===== src/rtl/rosc_meter_pkg.sv =====
// Shared types and helpers for the ring-oscillator frequency meter.
package rosc_meter_pkg;

  localparam int unsigned GATE_SEL_W = 2;

  typedef enum logic [1:0] {
    IDLE = 2'd0,
    GATE = 2'd1,
    DONE = 2'd2
  } meter_state_e;

  // Gate window length in clk cycles: 2^(base_log2 + sel).
  function automatic int unsigned gate_len(input int unsigned base_log2,
                                           input logic [GATE_SEL_W-1:0] sel);
    return 32'd1 << (base_log2 + 32'(sel));
  endfunction

endpackage


===== src/rtl/rosc_freq_meter_sync_rise_detect.sv =====
// Two-flop synchronizer for an asynchronous input plus a one-cycle rising-edge pulse.
module sync_rise_detect (
  input  logic clk,
  input  logic rst_n,
  input  logic async_i,
  output logic rise_o_c
);

  logic s1_q;
  logic s2_q;
  logic s3_q;

  // Synchronizer chain; s3 keeps the previous synchronized value for edge detection.
  always_ff @(posedge clk or negedge rst_n) begin
    if (!rst_n) begin
      s1_q <= 1'b0;
      s2_q <= 1'b0;
      s3_q <= 1'b0;
    end else begin
      s1_q <= async_i;
      s2_q <= s1_q;
      s3_q <= s2_q;
    end
  end

  assign rise_o_c = s2_q & ~s3_q;

endmodule


===== src/rtl/rosc_freq_meter.sv =====
// Counts ring-oscillator rising edges over a gated clk window and hands the count out
// through a valid/ack handshake.
module rosc_freq_meter
  import rosc_meter_pkg::*;
#(
  parameter int unsigned CNT_W          = 16,
  parameter int unsigned GATE_BASE_LOG2 = 8
) (
  input  logic                  clk,
  input  logic                  rst_n,
  input  logic                  ena,
  input  logic                  osc_in,
  input  logic                  start,
  input  logic                  cont,
  input  logic [GATE_SEL_W-1:0] gate_sel,
  output logic [CNT_W-1:0]      result,
  output logic                  result_valid,
  input  logic                  result_ack,
  output logic                  busy,
  output logic                  overflow
);

  localparam int unsigned TMR_W = GATE_BASE_LOG2 + 3;
  localparam logic [CNT_W-1:0] CNT_MAX = '1;

  meter_state_e     state_q, state_d;
  logic [TMR_W-1:0] timer_q, timer_d;
  logic [CNT_W-1:0] cnt_q, cnt_d;
  logic             cnt_ovf_q, cnt_ovf_d;
  logic [CNT_W-1:0] result_q, result_d;
  logic             result_valid_q, result_valid_d;
  logic             busy_q, busy_d;
  logic             overflow_q, overflow_d;

  logic             rise;
  logic [CNT_W-1:0] cnt_inc;
  logic             ovf_inc;
  logic [TMR_W-1:0] gate_load;

  // Edge detector on the oscillator tap runs regardless of FSM state.
  sync_rise_detect u_sync (
    .clk      (clk),
    .rst_n    (rst_n),
    .async_i  (osc_in),
    .rise_o_c (rise)
  );

  assign gate_load = TMR_W'(gate_len(GATE_BASE_LOG2, gate_sel) - 32'd1);

  // State, timer, counter and output registers.
  always_ff @(posedge clk or negedge rst_n) begin
    if (!rst_n) begin
      state_q        <= IDLE;
      timer_q        <= '0;
      cnt_q          <= '0;
      cnt_ovf_q      <= 1'b0;
      result_q       <= '0;
      result_valid_q <= 1'b0;
      busy_q         <= 1'b0;
      overflow_q     <= 1'b0;
    end else begin
      state_q        <= state_d;
      timer_q        <= timer_d;
      cnt_q          <= cnt_d;
      cnt_ovf_q      <= cnt_ovf_d;
      result_q       <= result_d;
      result_valid_q <= result_valid_d;
      busy_q         <= busy_d;
      overflow_q     <= overflow_d;
    end
  end

  // Next-state logic: IDLE -> GATE -> DONE, with saturating edge count.
  always_comb begin
    state_d        = state_q;
    timer_d        = timer_q;
    cnt_d          = cnt_q;
    cnt_ovf_d      = cnt_ovf_q;
    result_d       = result_q;
    result_valid_d = result_valid_q;
    overflow_d     = overflow_q;
    cnt_inc        = cnt_q;
    ovf_inc        = cnt_ovf_q;

    // Count that would result from this cycle's edge; sticks at max instead of wrapping.
    if (rise) begin
      if (cnt_q == CNT_MAX) begin
        ovf_inc = 1'b1;
      end else begin
        cnt_inc = cnt_q + CNT_W'(1);
      end
    end

    unique case (state_q)
      IDLE: begin
        if (start && ena) begin
          state_d   = GATE;
          timer_d   = gate_load;
          cnt_d     = '0;
          cnt_ovf_d = 1'b0;
        end
      end
      GATE: begin
        if (!ena) begin
          // Abort: the previous result stays as it was.
          state_d = IDLE;
        end else begin
          cnt_d     = cnt_inc;
          cnt_ovf_d = ovf_inc;
          if (timer_q == '0) begin
            state_d        = DONE;
            result_d       = cnt_inc;
            overflow_d     = ovf_inc;
            result_valid_d = 1'b1;
          end else begin
            timer_d = timer_q - TMR_W'(1);
          end
        end
      end
      DONE: begin
        if (result_ack) begin
          result_valid_d = 1'b0;
          if ((start || cont) && ena) begin
            state_d   = GATE;
            timer_d   = gate_load;
            cnt_d     = '0;
            cnt_ovf_d = 1'b0;
          end else begin
            state_d = IDLE;
          end
        end
      end
      default: state_d = IDLE;
    endcase

    busy_d = (state_d == GATE);
  end

  assign result       = result_q;
  assign result_valid = result_valid_q;
  assign busy         = busy_q;
  assign overflow     = overflow_q;

endmodule


===== config.mk =====
export PLATFORM = sky130hd
export DESIGN_NAME = rosc_freq_meter
export DESIGN_NICKNAME = d
export VERILOG_FILES = /design/src/rtl/rosc_meter_pkg.sv /design/src/rtl/rosc_freq_meter_sync_rise_detect.sv /design/src/rtl/rosc_freq_meter.sv
export SDC_FILE = /design/constraint.sdc
export NUM_CORES = 1
export LEC_CHECK = 0
export CORE_MARGIN = 10
export CORE_UTILIZATION = 54
export DETAILED_ROUTE_END_ITERATION = 10
export GPL_TIMING_DRIVEN = 0
export PLACE_DENSITY = 0.86
export REMOVE_ABC_BUFFERS = 1
export SYNTH_ARGS = -nofsm -noshare
export SYNTH_HDL_FRONTEND = slang
export SYNTH_HIERARCHICAL = 1
export SYNTH_SLANG_ARGS = --single-unit

===== constraint.sdc =====
create_clock -name clk -period 3.05 [get_ports clk]
set_clock_uncertainty 0.05 [all_clocks]
set_input_delay 0.61 -clock clk [delete_from_list [all_inputs] [get_ports clk]]
set_output_delay 0.61 -clock clk [all_outputs]
set_load 0.1 [all_outputs]

==> metrics, run 1 <==
post-synthesis cell type count 55; Vias 2,407; Worst Setup End Kind flop; CP Launch Type flop; slew at the pin closest to its max-slew limit 0.975 ns; arrival time worst endpoint 2.69 ns; Fin. Hold Viols 0; sequential element share of the synthesized area 44.0%; Post-DRT Antenna Nets 0; post-layout util 63.0%; Total GRT Usage 15.0%; initial antenna violation count 0; dpl hpwl 4440 µm; drt via density 6.00; DR iter-0 viols 158; largest net degree at the start of global routing 29; worst hold path class in -> async; pre-CTS setup slack 0.449 ns; synth top area cells dfrtp_1 44%, nor2_1 4.3%, nand2_1 3.9%; Num CTS Buffers 5; Worst Path Required 3.16 ns; Setup CP Type reg -> reg; GPL Wtd Cong 0.851; clk root buf clkbuf_8; PnR worst setup slack 0.472 ns; sequential share of power 52.6%; Inst Count DP 393; NetSw 0.493 mW; WP buf/inv 0; Yosys reg bits 52; Initial DRT Pass Iterations 4; Initial Util 56.8%; clock power share 29.4%; H-tree Lvls 2; Cells after Synth 318; # rows 26; clock insertion delay at the later pin of the skew report 0.31 ns; highest clock rate 388 MHz; fin. max-slew vios 0; commonest non-fill, non-tap cell in the layout dfrtp_1; drt total wl 6190 µm; Clock Pin Slew Worst Setup and Hold Paths 0.09 ns; Final Instance Count excl. Fillers 401; CTS Sinks 52; max cap viols 0; final setup violating endpoints 0; Port Buffers 27; setup TNS 0 ns; setup bufs post-CTS 0; Final #Nets 341; area of the mapped netlist 2960 µm²; Yosys top cell by area dfrtp_1; routed length per placed instance 15.4 µm; Power Internal 1.11 mW; core area 5200 µm²; critical path's slowest cell or4b_4; die height 94.0 µm; Top delay family on crit path simple AND/OR/NAND/NOR gates; # hold bufs at CTS 0; area grow syn2layout 11.0%; CP peak stage delay 0.56 ns; first-pass GRT wire length 10,900 µm; Worst slew margin 34.8%; DRC violations left 0; GRT overflow 0; maximum vdd drop 313 µV; fin crit period 2.58 ns; Die W 94.0 µm; Comb pwr share 18.0%; post-route clock period utilization 84.5%; crit-path cells and2b_1 > nand2_1 > ha_1 > or4b_4 > nor2_1 > a21oi_1 > o211ai_1 > o31ai_1; RSZ-0062 raised after global routing false; Die ar. 8830 µm²; # fillers 447; share of layout cells above drive strength 1 9.06%; switching share of power 30.7%; commonest non-fill, non-tap cells in the layout 52 x dfrtp_1, 34 x nor2_1, 31 x nand2_1; post-cts resize count 0; pwr/cell area 489 nW/µm²; Ys Warns 6; share of the synthesized area in the top cell type 44.0%; vias in the first global route 2,422; io pins 28; status complete, no violations; Longest Clk Path Bufs 2; Fin Hold WS 0.238 ns; Mean Syn Cell Area 9.29 µm²; Lkg Pwr 1.35 nW; Inserted Diodes 0; crit-path max FO 15; TritonCTS clock tree done
==> logic make-up after synthesis <==
kind of cell | count (synthesis) | share of synthesized area, %
AOI/OAI and AO/OA | 87 | 19.3
xor gates and xnor gates | 10 | 2.96
adders and majority gates | 2 | 0.847
buffers and inverters | 27 | 5.76
DFF | 52 | 44.0
muxes | 4 | 1.35
and+or+nand+nor | 136 | 25.8
==> per-stage QoR <==
stage                     power, mW  area (µm²)
after floorplan                1.05        2800
after CTS                      1.61        3280
after global placement         1.12        3160
final                          1.60        3280
after detailed placement       1.14        3170
after global routing           1.69        3280
==> path summary, 6_finish.rpt <==
| path | startpoint | end | slack (ns) | cells past startpoint |
|---|---|---|---|---|
| min in group clk | u_sync/s1_q$_DFF_PN0_ | u_sync/s2_q$_DFF_PN0_ | 0.31 | 0 |
| worst max register to register | state_q[1]$_DFF_PN0_ | timer_q[6]$_DFFE_PN0P_ | 0.47 | 8 |
| worst max-delay path | state_q[1]$_DFF_PN0_ | timer_q[6]$_DFFE_PN0P_ | 0.47 | 8 |
| worst min register to register | u_sync/s1_q$_DFF_PN0_ | u_sync/s2_q$_DFF_PN0_ | 0.31 | 0 |
| worst min-delay path | rst_n | result[4]$_DFFE_PN0P_ | 0.24 | 1 |
| max in group asynchronous | rst_n | cnt_q[15]$_DFFE_PN0P_ | 2.15 | 2 |
==> power by group through the flow <==
stage / registers [mW] / logic, mW / clock network, mW
after floorplan: 0.864 / 0.182 / 0
after global placement: 0.851 / 0.271 / 0
after detailed placement: 0.854 / 0.289 / 0
after CTS: 0.841 / 0.290 / 0.479
after global routing: 0.857 / 0.331 / 0.503
final: 0.843 / 0.288 / 0.472
==> synth_stat cells, drive strengths merged <==
library cell	instances
a211oi	4
a21o	3
a21oi	21
a221o	1
a31oi	13
a32o	1
a41o	1
a41oi	1
and2	1
and2b	1
and3	5
and4	6
and4b	1
buf	19
clkbuf	4
dfrtp	52
ha	2
inv	4
mux2i	4
nand2	33
nand2b	6
nand3	13
nand4	14
nand4b	1
nor2	35
nor2b	1
nor3	10
nor4	5
o211ai	3
o21ai	32
o22ai	2
o31ai	5
or2	1
or3	1
or4	1
or4b	1
xnor2	3
xor2	7
==> registers in the layout (all words and copies together), names as in the netlist, 2 cells and up <==
| register | flops |
|---|---|
| cnt_q | 16 |
| state_q | 2 |
| result | 16 |
| timer_q | 11 |
==> final cells by class <==
type	instances	area (µm²)	share of cell area (%)
Inverter	4	15.0	0.458
Tap cell	70	87.6	2.67
Clock buffer	6	72.6	2.21
Sequential cell	52	1300	39.7
Clock inverter	2	35.0	1.07
Timing Repair Buffer	28	285	8.70
Multi-Input combinational cell	239	1480	45.2
==> layer usage <==
metal	routed length (µm)	track usage (%)	up-vias
met4	77	6.58	0
met3	392	3.52	9
met2	3080	25.1	61
met5	0	0	-
li1	-	-	1178
met1	2640	17.9	1159
==> worst reg2reg max path, stage by stage, from the launching register on <==
cell and delay, ns:
dfrtp_1 0.42, and2b_1 0.36, nand2_1 0.15, ha_1 0.38, or4b_4 0.56, nor2_1 0.11
a21oi_1 0.07, o211ai_1 0.22, o31ai_1 0.11
(Power assumes the default switching activity.)
==> run 2, diff against run 1 <==
CORE_UTILIZATION = 52   (was 54)
clock period = 2.3 ns   (was 3.05 ns; I/O delays follow)
==> metrics, run 2 (synthesis results as in run 1) <==
# fillers 486 (was 447); Worst Setup End Kind flop (unchanged); Lkg Pwr 1.44 nW (was 1.35 nW); Vias 2,429 (was 2,407); Port Buffers 27 (unchanged); Fin. Hold Viols 0 (unchanged); post-layout util 59.3% (was 63.0%); vias in the first global route 2,340 (was 2,422); Die ar. 9100 µm² (was 8830 µm²); die height 95.4 µm (was 94.0 µm); fin. max-slew vios 0 (unchanged); commonest non-fill, non-tap cells in the layout 50 x dfrtp_1, 34 x nor2_1, 31 x nand2_1 (was 52 x dfrtp_1, 34 x nor2_1, 31 x nand2_1); GRT overflow 0 (unchanged); share of layout cells above drive strength 1 10.3% (was 9.06%); dpl hpwl 4430 µm (was 4440 µm); Power Internal 1.40 mW (was 1.11 mW); largest net degree at the start of global routing 28 (was 29); slew at the pin closest to its max-slew limit 0.966 ns (was 0.975 ns); arrival time worst endpoint 2.34 ns (was 2.69 ns); area grow syn2layout 10.5% (was 11.0%); first-pass GRT wire length 10,800 µm (was 10,900 µm); GPL Wtd Cong 0.835 (was 0.851); NetSw 0.652 mW (was 0.493 mW); Clock Pin Slew Worst Setup and Hold Paths 0.09 ns (about the same); CP peak stage delay 0.52 ns (was 0.56 ns); highest clock rate 457 MHz (was 388 MHz); Num CTS Buffers 5 (unchanged); switching share of power 31.7% (was 30.7%); fin crit period 2.19 ns (was 2.58 ns); clock power share 26.2% (was 29.4%); DRC violations left 0 (unchanged); Final #Nets 341 (unchanged); post-route clock period utilization 95.1% (was 84.5%); clk root buf clkbuf_8 (unchanged); Longest Clk Path Bufs 2 (unchanged); maximum vdd drop 477 µV (was 313 µV); crit-path max FO 15 (unchanged); Worst slew margin 35.9% (was 34.8%); worst hold path class in -> async (unchanged); Inserted Diodes 0 (unchanged); Fin Hold WS 0.113 ns (was 0.238 ns); Post-DRT Antenna Nets 0 (unchanged); Worst Path Required 2.45 ns (was 3.16 ns); Comb pwr share 19.2% (was 18.0%); commonest non-fill, non-tap cell in the layout dfrtp_1 (unchanged); status complete, no violations (unchanged); Die W 95.4 µm (was 94.0 µm); final setup violating endpoints 0 (unchanged); clock insertion delay at the later pin of the skew report 0.31 ns (about the same); drt total wl 6160 µm (was 6190 µm); # rows 27 (was 26); routed length per placed instance 15.3 µm (was 15.4 µm); io pins 28 (unchanged); TritonCTS clock tree done (unchanged); drt via density 6.03 (was 6.00); Initial DRT Pass Iterations 6 (was 4); critical path's slowest cell or4b_4 (unchanged); Setup CP Type reg -> reg (unchanged); Initial Util 53.7% (was 56.8%); pwr/cell area 629 nW/µm² (was 489 nW/µm²); DR iter-0 viols 154 (was 158); core area 5510 µm² (was 5200 µm²); RSZ-0062 raised after global routing false (unchanged); crit-path cells and2b_4 > nand2_1 > ha_4 > or4b_4 > nor3_4 > a31oi_1 > o21ai_1 > a21oi_1 (was and2b_1 > nand2_1 > ha_1 > or4b_4 > nor2_1 > a21oi_1 > o211ai_1 > o31ai_1); H-tree Lvls 2 (unchanged); max cap viols 0 (unchanged); sequential share of power 54.6% (was 52.6%); Total GRT Usage 14.4% (was 15.0%); initial antenna violation count 0 (unchanged); CP Launch Type flop (unchanged); CTS Sinks 52 (unchanged)
==> run 2: critical path: cells and delay by family (launching register included) <==
family                   cells  cell delay [ns]
flip-flops                   1             0.44
AO/OA/AOI/OAI                3             0.35
AND/OR/NAND/NOR              4             1.02
adder cells (fa/ha/maj)      1             0.20
==> run 2: routing by layer <==
layer,global-route usage (%),routed length (µm)
met1,17.9,2690
met3,4.16,368
met5,0,0
met4,4.91,114
met2,23.6,2980
==> run 2: power groups by stage <==
stage | sequential (mW) | combinational [mW] | clock [mW]
global route | 1.14 | 0.444 | 0.584
global placement | 1.13 | 0.361 | 0
detailed placement | 1.14 | 0.383 | 0
floorplan | 1.15 | 0.241 | 0
finish | 1.12 | 0.395 | 0.539
CTS | 1.12 | 0.385 | 0.550
==> run 2: timing repair <==
action | in CTS | in global routing
gates resized for setup | 22 | 5
setup buffers | 0 | 0
pin swaps | 0 | 1
hold buffers | 0 | 0
setup endpoints to repair | 36 | 17
==> run 2: layout make-up <==
cell class | count | area [µm²] | share of cell area (%)
multi-input combinational | 239 | 1510 | 46.1
timing repair buffer | 28 | 262 | 8.00
inverter | 4 | 15.0 | 0.460
tap | 72 | 90.1 | 2.76
clock buffer | 8 | 90.1 | 2.76
sequential | 52 | 1300 | 39.9
==> run 2: worst paths after layout <==
path | from | end | slack (ns) | cells after the start
worst min-delay path | rst_n | u_sync/s1_q$_DFF_PN0_ | 0.11 | 1
min in group clk | u_sync/s1_q$_DFF_PN0_ | u_sync/s2_q$_DFF_PN0_ | 0.31 | 0
max in group asynchronous | rst_n | state_q[1]$_DFF_PN0_ | 1.51 | 2
worst max register to register | state_q[0]$_DFF_PN0_ | timer_q[10]$_DFFE_PN0P_ | 0.11 | 8
worst min register to register | u_sync/s1_q$_DFF_PN0_ | u_sync/s2_q$_DFF_PN0_ | 0.31 | 0
worst max-delay path | state_q[0]$_DFF_PN0_ | timer_q[10]$_DFFE_PN0P_ | 0.11 | 8
==> run 2: through the flow <==
step | power, mW | cell area (µm²) | setup TNS, ns | setup WS [ns] | cells
2_1_floorplan | 1.39 | 2800 | 0 | 0.0758 | 295
3_3_place_gp | 1.49 | 3160 | -42.05 | -0.795 | 394
3_5_place_dp | 1.52 | 3180 | -1.70 | -0.231 | 395
4_1_cts | 2.05 | 3250 | 0 | 0.0279 | 403
5_1_grt | 2.17 | 3270 | 0 | 0.0134 | 403
6_report | 2.06 | 3270 | 0 | 0.112 | 403
==> run 3, diff against run 2 <==
CELL_PAD_IN_SITES_DETAIL_PLACEMENT = 0   (was not set)
CELL_PAD_IN_SITES_GLOBAL_PLACEMENT = 1   (was not set)
CORE_UTILIZATION = 40   (was 52)
HOLD_SLACK_MARGIN = 0.1   (was not set)
==> metrics, run 3 (synthesis results as in run 1) <==
DRC violations left 0 (unchanged); Worst Path Required 2.45 ns (about the same); Die ar. 11,200 µm² (was 9100 µm²); DR iter-0 viols 106 (was 154); Die W 106 µm (was 95.4 µm); clk root buf clkbuf_8 (unchanged); fin. max-slew vios 0 (unchanged); GPL Wtd Cong 0.818 (was 0.835); arrival time worst endpoint 2.30 ns (was 2.34 ns); final setup violating endpoints 0 (unchanged); Lkg Pwr 1.47 nW (was 1.44 nW); setup TNS 0 ns (unchanged); Post-DRT Antenna Nets 0 (unchanged); Initial Util 41.0% (was 53.7%); slew at the pin closest to its max-slew limit 1.03 ns (was 0.966 ns); Final #Nets 346 (was 341); Num CTS Buffers 5 (unchanged); die height 106 µm (was 95.4 µm); H-tree Lvls 2 (unchanged); GRT overflow 0 (unchanged); Port Buffers 27 (unchanged); commonest non-fill, non-tap cells in the layout 51 x dfrtp_1, 34 x nor2_1, 31 x nand2_1 (was 50 x dfrtp_1, 34 x nor2_1, 31 x nand2_1); initial antenna violation count 0 (unchanged); Worst slew margin 31.1% (was 35.9%); pre-CTS setup slack -0.246 ns (was -0.231 ns); dpl hpwl 4420 µm (was 4430 µm); Initial DRT Pass Iterations 4 (was 6); max cap viols 0 (unchanged); drt via density 5.45 (was 6.03); # rows 31 (was 27); first-pass GRT wire length 10,700 µm (was 10,800 µm); total power 2.08 mW (was 2.06 mW); Placement Cell Area 3210 µm² (was 3180 µm²); PnR worst setup slack 0.150 ns (was 0.112 ns); io pins 28 (unchanged); highest clock rate 465 MHz (was 457 MHz); Inserted Diodes 0 (unchanged); status complete, no violations (unchanged); TritonCTS clock tree done (unchanged); maximum vdd drop 382 µV (was 477 µV); Worst Setup End Kind flop (unchanged); core area 7210 µm² (was 5510 µm²); pwr/cell area 621 nW/µm² (was 629 nW/µm²); Setup CP Type reg -> reg (unchanged); CTS Sinks 52 (unchanged); post-route clock period utilization 93.5% (was 95.1%); Vias 2,372 (was 2,429); routed length per placed instance 14.5 µm (was 15.3 µm); largest net degree at the start of global routing 34 (was 28); crit-path max FO 18 (was 15); Clock Pin Slew Worst Setup and Hold Paths 0.09 ns (about the same); clock insertion delay at the later pin of the skew report 0.31 ns (about the same); fin crit period 2.15 ns (was 2.19 ns); Fin. Hold Viols 0 (unchanged); commonest non-fill, non-tap cell in the layout dfrtp_1 (unchanged); vias in the first global route 2,300 (was 2,340); drt total wl 6290 µm (was 6160 µm); Longest Clk Path Bufs 2 (unchanged); final instance area 3350 µm² (was 3270 µm²); worst hold path class reg -> reg (was in -> async); CP Launch Type flop (unchanged); share of layout cells above drive strength 1 11.3% (was 10.3%); Total GRT Usage 11.3% (was 14.4%); area grow syn2layout 13.2% (was 10.5%)
==> run 3: cell types whose count changed in the layout (fill, tap and decap cells not counted) <==
cell | before | now
dfrtp_2 | 2 | 1
dfrtp_1 | 50 | 51
dlygate4sd3_1 | 0 | 1
buf_4 | 0 | 4
ha_1 | 1 | 0
dlygate4sd2_1 | 19 | 18
ha_2 | 0 | 1
dlymetal6s2s_1 | 0 | 1
==> run 3: stage by stage <==
step | std cells | hold slack [ns] | utilization (%)
global placement | 421 | 0.297 | 44.3
global route | 435 | 0.331 | 46.4
finish | 435 | 0.327 | 46.4
detailed placement | 422 | 0.304 | 44.5
floorplan | 295 | 0.114 | -
CTS | 431 | 0.324 | 45.8
==> run 3: worst paths after layout <==
| kind | to | cells after the start | slack [ns] | start |
|---|---|---|---|---|
| setup / recovery | timer_q[4]$_DFFE_PN0P_ | 5 | 0.15 | state_q[1]$_DFF_PN0_ |
| hold / removal | u_sync/s2_q$_DFF_PN0_ | 0 | 0.33 | u_sync/s1_q$_DFF_PN0_ |
| setup reg to reg | timer_q[4]$_DFFE_PN0P_ | 5 | 0.15 | state_q[1]$_DFF_PN0_ |
| hold reg to reg | u_sync/s2_q$_DFF_PN0_ | 0 | 0.33 | u_sync/s1_q$_DFF_PN0_ |
| max in group asynchronous | state_q[0]$_DFF_PN0_ | 3 | 1.07 | rst_n |
| min in group asynchronous | result[4]$_DFFE_PN0P_ | 2 | 0.58 | rst_n |
==> run 3: per-layer routing <==
layer	track usage, %	share of wire [%]
met1	14.4	47
met2	18.1	46
met4	3.97	1.9
met3	2.96	5.2
met5	0	0
==> run 3: where the power goes <==
part	internal [mW]	switching (mW)
clock network	0.246	0.300
logic	0.170	0.241
registers	1.01	0.115
==> run 3: cell type report <==
type	count	area (µm²)
multi-input cells	239	1510
repair buffers	33	305
inverters	4	15.0
clock buffers	8	90.1
flip-flops and latches	52	1300
well taps	99	124
fillers	735	3870
==> run 3: worst max-delay path: stages (launching register included) <==
cell	delay, ns
dfrtp_1	0.43
and2b_4	0.38
nand2_2	0.28
o21ai_4	0.45
o211ai_1	0.15
a221o_1	0.30
==> run 3: timing repair <==
item / 4_1_cts / 5_1_grt
gates resized for setup: 23 / 4
hold buffers: 1 / 0
hold endpoints to repair: 19 / 0
setup buffers: 0 / 4
pin swaps: 0 / 1
setup endpoints to repair: 35 / 6
==> RTL edit 1, RTL diff (config.mk and constraints of run 2) <==
`CNT_W`: 16 -> 12.
--- a/src/rtl/rosc_freq_meter.sv
+++ b/src/rtl/rosc_freq_meter.sv
@@ -5,3 +5,3 @@
 #(
-  parameter int unsigned CNT_W          = 16,
+  parameter int unsigned CNT_W          = 12,
   parameter int unsigned GATE_BASE_LOG2 = 8
Ports: changed (resized result); port bits go from 28 to 24. No check against the original RTL was run, so the function may have changed too.
==> RTL edit 1 against run 2 <==
  * Total power down 9.1%
  * Final area down 12%
  * Synthesized area down 16%
  * Wire length down 16%
  * Worst setup slack better by 0.014 ns
  * Sequential cell count down 8
  * Sequential power down 13%
  * Global-route usage down 0.33 points
  * Clock power down 5.8%
  * Critical path type unchanged
  * Non-clock buffer count up 2
==> RTL edit 1: results (changes against run 2) <==
** Setup path
- Reg-to-reg critical path endpoint :: timer_q[8]
- Worst path slowest cell :: sky130_fd_sc_hd__dfrtp_1
- Highest net fanout along the worst path :: 11 (-4)
- The data arrival time at the worst-slack endpoint came to 2.31 ns (-0.03 ns).
- Delay contributed by the slowest stage of the critical path :: 0.45 ns (-0.07 ns)
- The number of cells on the worst reg-to-reg path came to 7 (-1).

** GRT
- The wire length of the first global-routing pass is 8900 microns (-17%).
- The number of global-route vias before repair came to 1883 (-20%).
- The largest net degree at the start of global routing was 26 (-7.1%).

** Placement
- The number of input and output port buffers inserted is 23 (-15%).
- The placed cell count was 324 (-18%).
- The HPWL reported at the end of detailed placement came to 3680 microns (-17%).
- Pre-CTS setup slack :: -0.552 ns (-0.321 ns)
- Standard cell area after detailed placement :: 2740 sq um (-14%)
- Weighted congestion reported at the end of routability-driven placement :: 0.827 (-0.89%)

** Outcome
- Result of the run :: completed

** Clock tree
- The number of H-tree branching levels was 2 (unchanged).

** Logic synthesis
- The complex-gate fraction of the synthesized area was 0.215 (+0.0228).
- Gate count after technology mapping :: 257 (-19%)
- The fraction of synthesized area in multiplexers came to 0.0216 (+0.00809).
- The adder-cell share of the synthesized area is 0.0101 (+0.00160).
- Sequential cell area fraction in the yosys report :: 0.443 (+0.00257)
- Cell types occupying the most area after synthesis :: sky130_fd_sc_hd__dfrtp_1 44%, sky130_fd_sc_hd__o21ai_0 2.8%, sky130_fd_sc_hd__a21oi_1 2.6%
- XOR/XNOR Fraction of Synth Area :: 0.0176 (-0.0120)
- Most used standard cells in the synthesized netlist :: 44 x sky130_fd_sc_hd__dfrtp_1, 17 x sky130_fd_sc_hd__nand2_1, 16 x sky130_fd_sc_hd__nor2_1, 14 x sky130_fd_sc_hd__inv_1, 14 x sky130_fd_sc_hd__o21ai_0
- The number of distinct standard cells referenced by the synthesized netlist was 61 (+11%).

** STA
- The slew at the pin closest to its max-slew limit is 0.966 ns (-0.000195 ns).
- The final worst hold slack came to 0.0586 ns (-0.0545 ns).

** Layout
- The net count of the finished layout is 294 (-14%).
- The ratio of cells with drive above 1 in the final layout came to 0.134 (+0.0311).

** Detailed routing
- The average wire per cell in the routed design is 15.3 microns (+0.21%).
- Routed wire length :: 5180 microns (-16%)
- The first-pass iteration count of the detailed router is 4 (-2).
- The via count was 2039 (-16%).
- The detailed router's first-iteration violation count was 117 (-24%).

** Power and ir drop
- The maximum resistive drop on vdd was 0.000414 V (-13%).
- The leakage dissipation came to 1.26 nW (-13%).
RTL edit 1: cell type report:
type | instances | area [sq um]
sequential | 44 | 1100
clock inverter | 1 | 7.51
tap | 54 | 67.6
clock buffer | 7 | 86.3
inverter | 14 | 52.6
multi-input combinational | 188 | 1290
timing repair buffer | 30 | 279
fill | 396 | 1800
RTL edit 1: routing by layer:
layer | track usage | share of wire | vias up
li1 | - | - | 1018
met1 | 0.174 | 0.45 | 975
met2 | 0.236 | 0.48 | 39
met3 | 0.0346 | 0.054 | 7
met4 | 0.0448 | 0.011 | 0
met5 | 0 | 0 | -
RTL edit 1: metrics by stage:
step / utilization / TNS (ns)
5_1_grt: 0.615 / 0
3_5_place_dp: 0.583 / -7.76
6_report: 0.615 / 0
2_1_floorplan: - / 0
4_1_cts: 0.608 / 0
3_3_place_gp: 0.580 / -28.83
RTL edit 1: critical path: cells and delay by family (launching register included):
kind                     cells  cell delay [ns]
adder cells (fa/ha/maj)      1             0.37
flip-flops                   1             0.45
AO/OA/AOI/OAI                3             0.53
AND/OR/NAND/NOR              3             0.66
RTL edit 1: where the power goes:
group / switching, W / internal (W)
Sequential: 0.000121 / 0.000856
Combinational: 0.000206 / 0.000178
Clock: 0.000263 / 0.000244
Total: 0.000590 / 0.00128
RTL edit 1: cells by family (layout without fill, tap and decap cells):
kind of cell	count (synthesis)	after routing
flops	44	44
mux	5	5
buf+inv	25	52
xor+xnor	5	5
compound gates	74	74
fa+ha+maj	2	2
simple gates	102	102
RTL edit 1: timing repair:
action                                  CTS  global route
hold buffers                              0             0
buffers inserted                          4             2
endpoints found under the setup margin   26            11
resized for setup                        15             6
==> RTL edit 2, RTL diff (flow settings as in run 2) <==
Without the edit above. Make the reset (`rst_n`) synchronous in 2 clocked blocks. Comments in the files are not updated.
--- a/src/rtl/rosc_freq_meter_sync_rise_detect.sv
+++ b/src/rtl/rosc_freq_meter_sync_rise_detect.sv
@@ -13,3 +13,3 @@
   // Synchronizer chain; s3 keeps the previous synchronized value for edge detection.
-  always_ff @(posedge clk or negedge rst_n) begin
+  always_ff @(posedge clk) begin
     if (!rst_n) begin
--- a/src/rtl/rosc_freq_meter.sv
+++ b/src/rtl/rosc_freq_meter.sv
@@ -50,3 +50,3 @@
   // State, timer, counter and output registers.
-  always_ff @(posedge clk or negedge rst_n) begin
+  always_ff @(posedge clk) begin
     if (!rst_n) begin
Formal check against the unedited RTL: differs if rst_n is asserted again (counterexample within 4 cycles, from zero or initial values and one cycle with rst_n low); with rst_n held inactive, the same outputs for 10 cycles.
==> RTL edit 2 against run 2 <==
  * Worst setup slack got worse by 0.0062 ns
  * Wire length is 3.1% higher
  * Synthesized area is 12% lower
  * Final area is 7.1% lower
  * Sequential cell count stayed put
  * Total power down 12%
  * Sequential power shrank 13%
  * Largest cell class unchanged
==> RTL edit 2: results (changes against run 2) <==
** Outcome
- Result of the run :: completed

** Logic synthesis
- Most used standard cells in the synthesized netlist :: 52 x sky130_fd_sc_hd__dfxtp_1, 35 x sky130_fd_sc_hd__nand2_1, 30 x sky130_fd_sc_hd__a21oi_1, 30 x sky130_fd_sc_hd__o21ai_0, 22 x sky130_fd_sc_hd__nor2_1
- The post-synthesis share of cell area spent on xor and xnor gates is 0.0235 (-0.00616).
- The share of the yosys chip area belonging to registers came to 0.399 (-0.0416).
- Cell types occupying the most area after synthesis :: sky130_fd_sc_hd__dfxtp_1 40%, sky130_fd_sc_hd__a21oi_1 5.7%, sky130_fd_sc_hd__o21ai_0 5.7%
- Compound-gate portion of the synthesized area :: 0.270 (+0.0776)
- The synthesized area divided by synthesized cell count was 7.96 sq um (-14%).
- The share of flip-flops with an asynchronous set or reset after synthesis was 0 (-1.00).

** Power and ir drop
- The leakage dissipation was 1.23 nW (-15%).
- The power per cell area is 593 nW/um^2 (-5.7%).
- Part of the total power dissipated in the clock network :: 0.301 (+0.039)
- Worst IR Drop VDD :: 0.000372 V (-22%)
- The power dissipated by switching net loads came to 0.000527 W (-19%).
- The sequential cell power came to 0.000976 W (-13%).
- The switching power share of the total was 0.293 (-0.0245).

** Setup path
- The slowest stage of the critical path belongs to the cell sky130_fd_sc_hd__or4_1.
- The data arrival time at the worst-slack endpoint was 2.36 ns (+0.02 ns).
- The maximum fanout along the worst path is 6 (-9).

** Placement
- The placed cell count came to 401 (+1.5%).
- Weighted congestion reported at the end of routability-driven placement :: 0.863 (+3.4%)
- HPWL after detailed placement :: 4180 microns (-5.6%)
- Pre-CTS setup slack :: -1.74 ns (-1.51 ns)
- Standard cell area after detailed placement :: 2880 sq um (-9.4%)

** Detailed routing
- The via count was 2534 (+4.3%).
- Ratio of routed vias to standard cells :: 6.18 (+2.5%)
- The post-detailed-routing wire length is 6350 microns (+3.1%).
- First-pass iteration count of the detailed router :: 7 (+1)

** STA
- Relative slew slack :: 0.349 (-0.00995)

** GRT
- Number of global-route vias before repair :: 2235 (-4.5%)
- The overall global routing resource usage came to 0.146 (+0.00168).
- The largest net degree at the start of global routing came to 29 (+3.6%).
- The wire length of the first global-routing pass was 10400 microns (-3.1%).

** Layout
- The net count of the finished layout was 353 (+3.5%).
- The number of inserted filler cells in the final layout was 417 (-14%).

** Hold path
- Min-delay worst type :: flop to flop

** Clock tree
- Clock Pin Slew Worst Setup and Hold Paths :: 0.09 ns (about the same)
## RTL edit 2: what timing repair did
item                       CTS  global route
resized for setup           20            15
setup endpoints to repair   56            25
buffers inserted             0             1
cloned                       0             0
pin swaps                    0             1
## RTL edit 2: cell families (layout without fill, tap and decap cells)
kind of cell / after synthesis / in the layout
mux: 2 / 2
xor+xnor: 7 / 7
flops: 52 / 52
buf+inv: 30 / 45
compound gates: 112 / 112
simple gates: 123 / 123
fa+ha+maj: 2 / 2
## RTL edit 2: cell type report
cell class | count | share of cell area
flip-flops and latches | 52 | 0.343
clock buffers | 6 | 0.0272
repair buffers | 28 | 0.0952
well taps | 67 | 0.0276
clock inverters | 2 | 0.00330
inverters | 9 | 0.0115
multi-input cells | 246 | 0.492
## RTL edit 2: worst reg2reg max path, cell delays in order (launching register included)
cell and delay, ns:
sky130_fd_sc_hd__dfxtp_1 0.34, sky130_fd_sc_hd__nor2b_4 0.21, sky130_fd_sc_hd__nand3_1 0.14, sky130_fd_sc_hd__or4_1 0.54, sky130_fd_sc_hd__or3b_4 0.44, sky130_fd_sc_hd__a22o_1 0.21
sky130_fd_sc_hd__a21o_1 0.16
## RTL edit 2: layer usage
metal / share of wire / up-vias / global-route usage
li1: - / 1246 / -
met1: 0.46 / 1176 / 0.182
met2: 0.47 / 96 / 0.237
met3: 0.059 / 16 / 0.0366
met4: 0.0098 / 0 / 0.0535
met5: 0 / - / 0
## RTL edit 2: path summary, 6_finish.rpt
check | to | depth (start not counted) | startpoint | slack [ns]
worst max-delay path | cnt_q[9] | 6 | u_sync/s2_q | 0.11
worst min register to register | u_sync/s2_q | 1 | u_sync/s1_q | 0.39
worst min-delay path | u_sync/s2_q | 1 | u_sync/s1_q | 0.39
worst max register to register | cnt_q[9] | 6 | u_sync/s2_q | 0.11
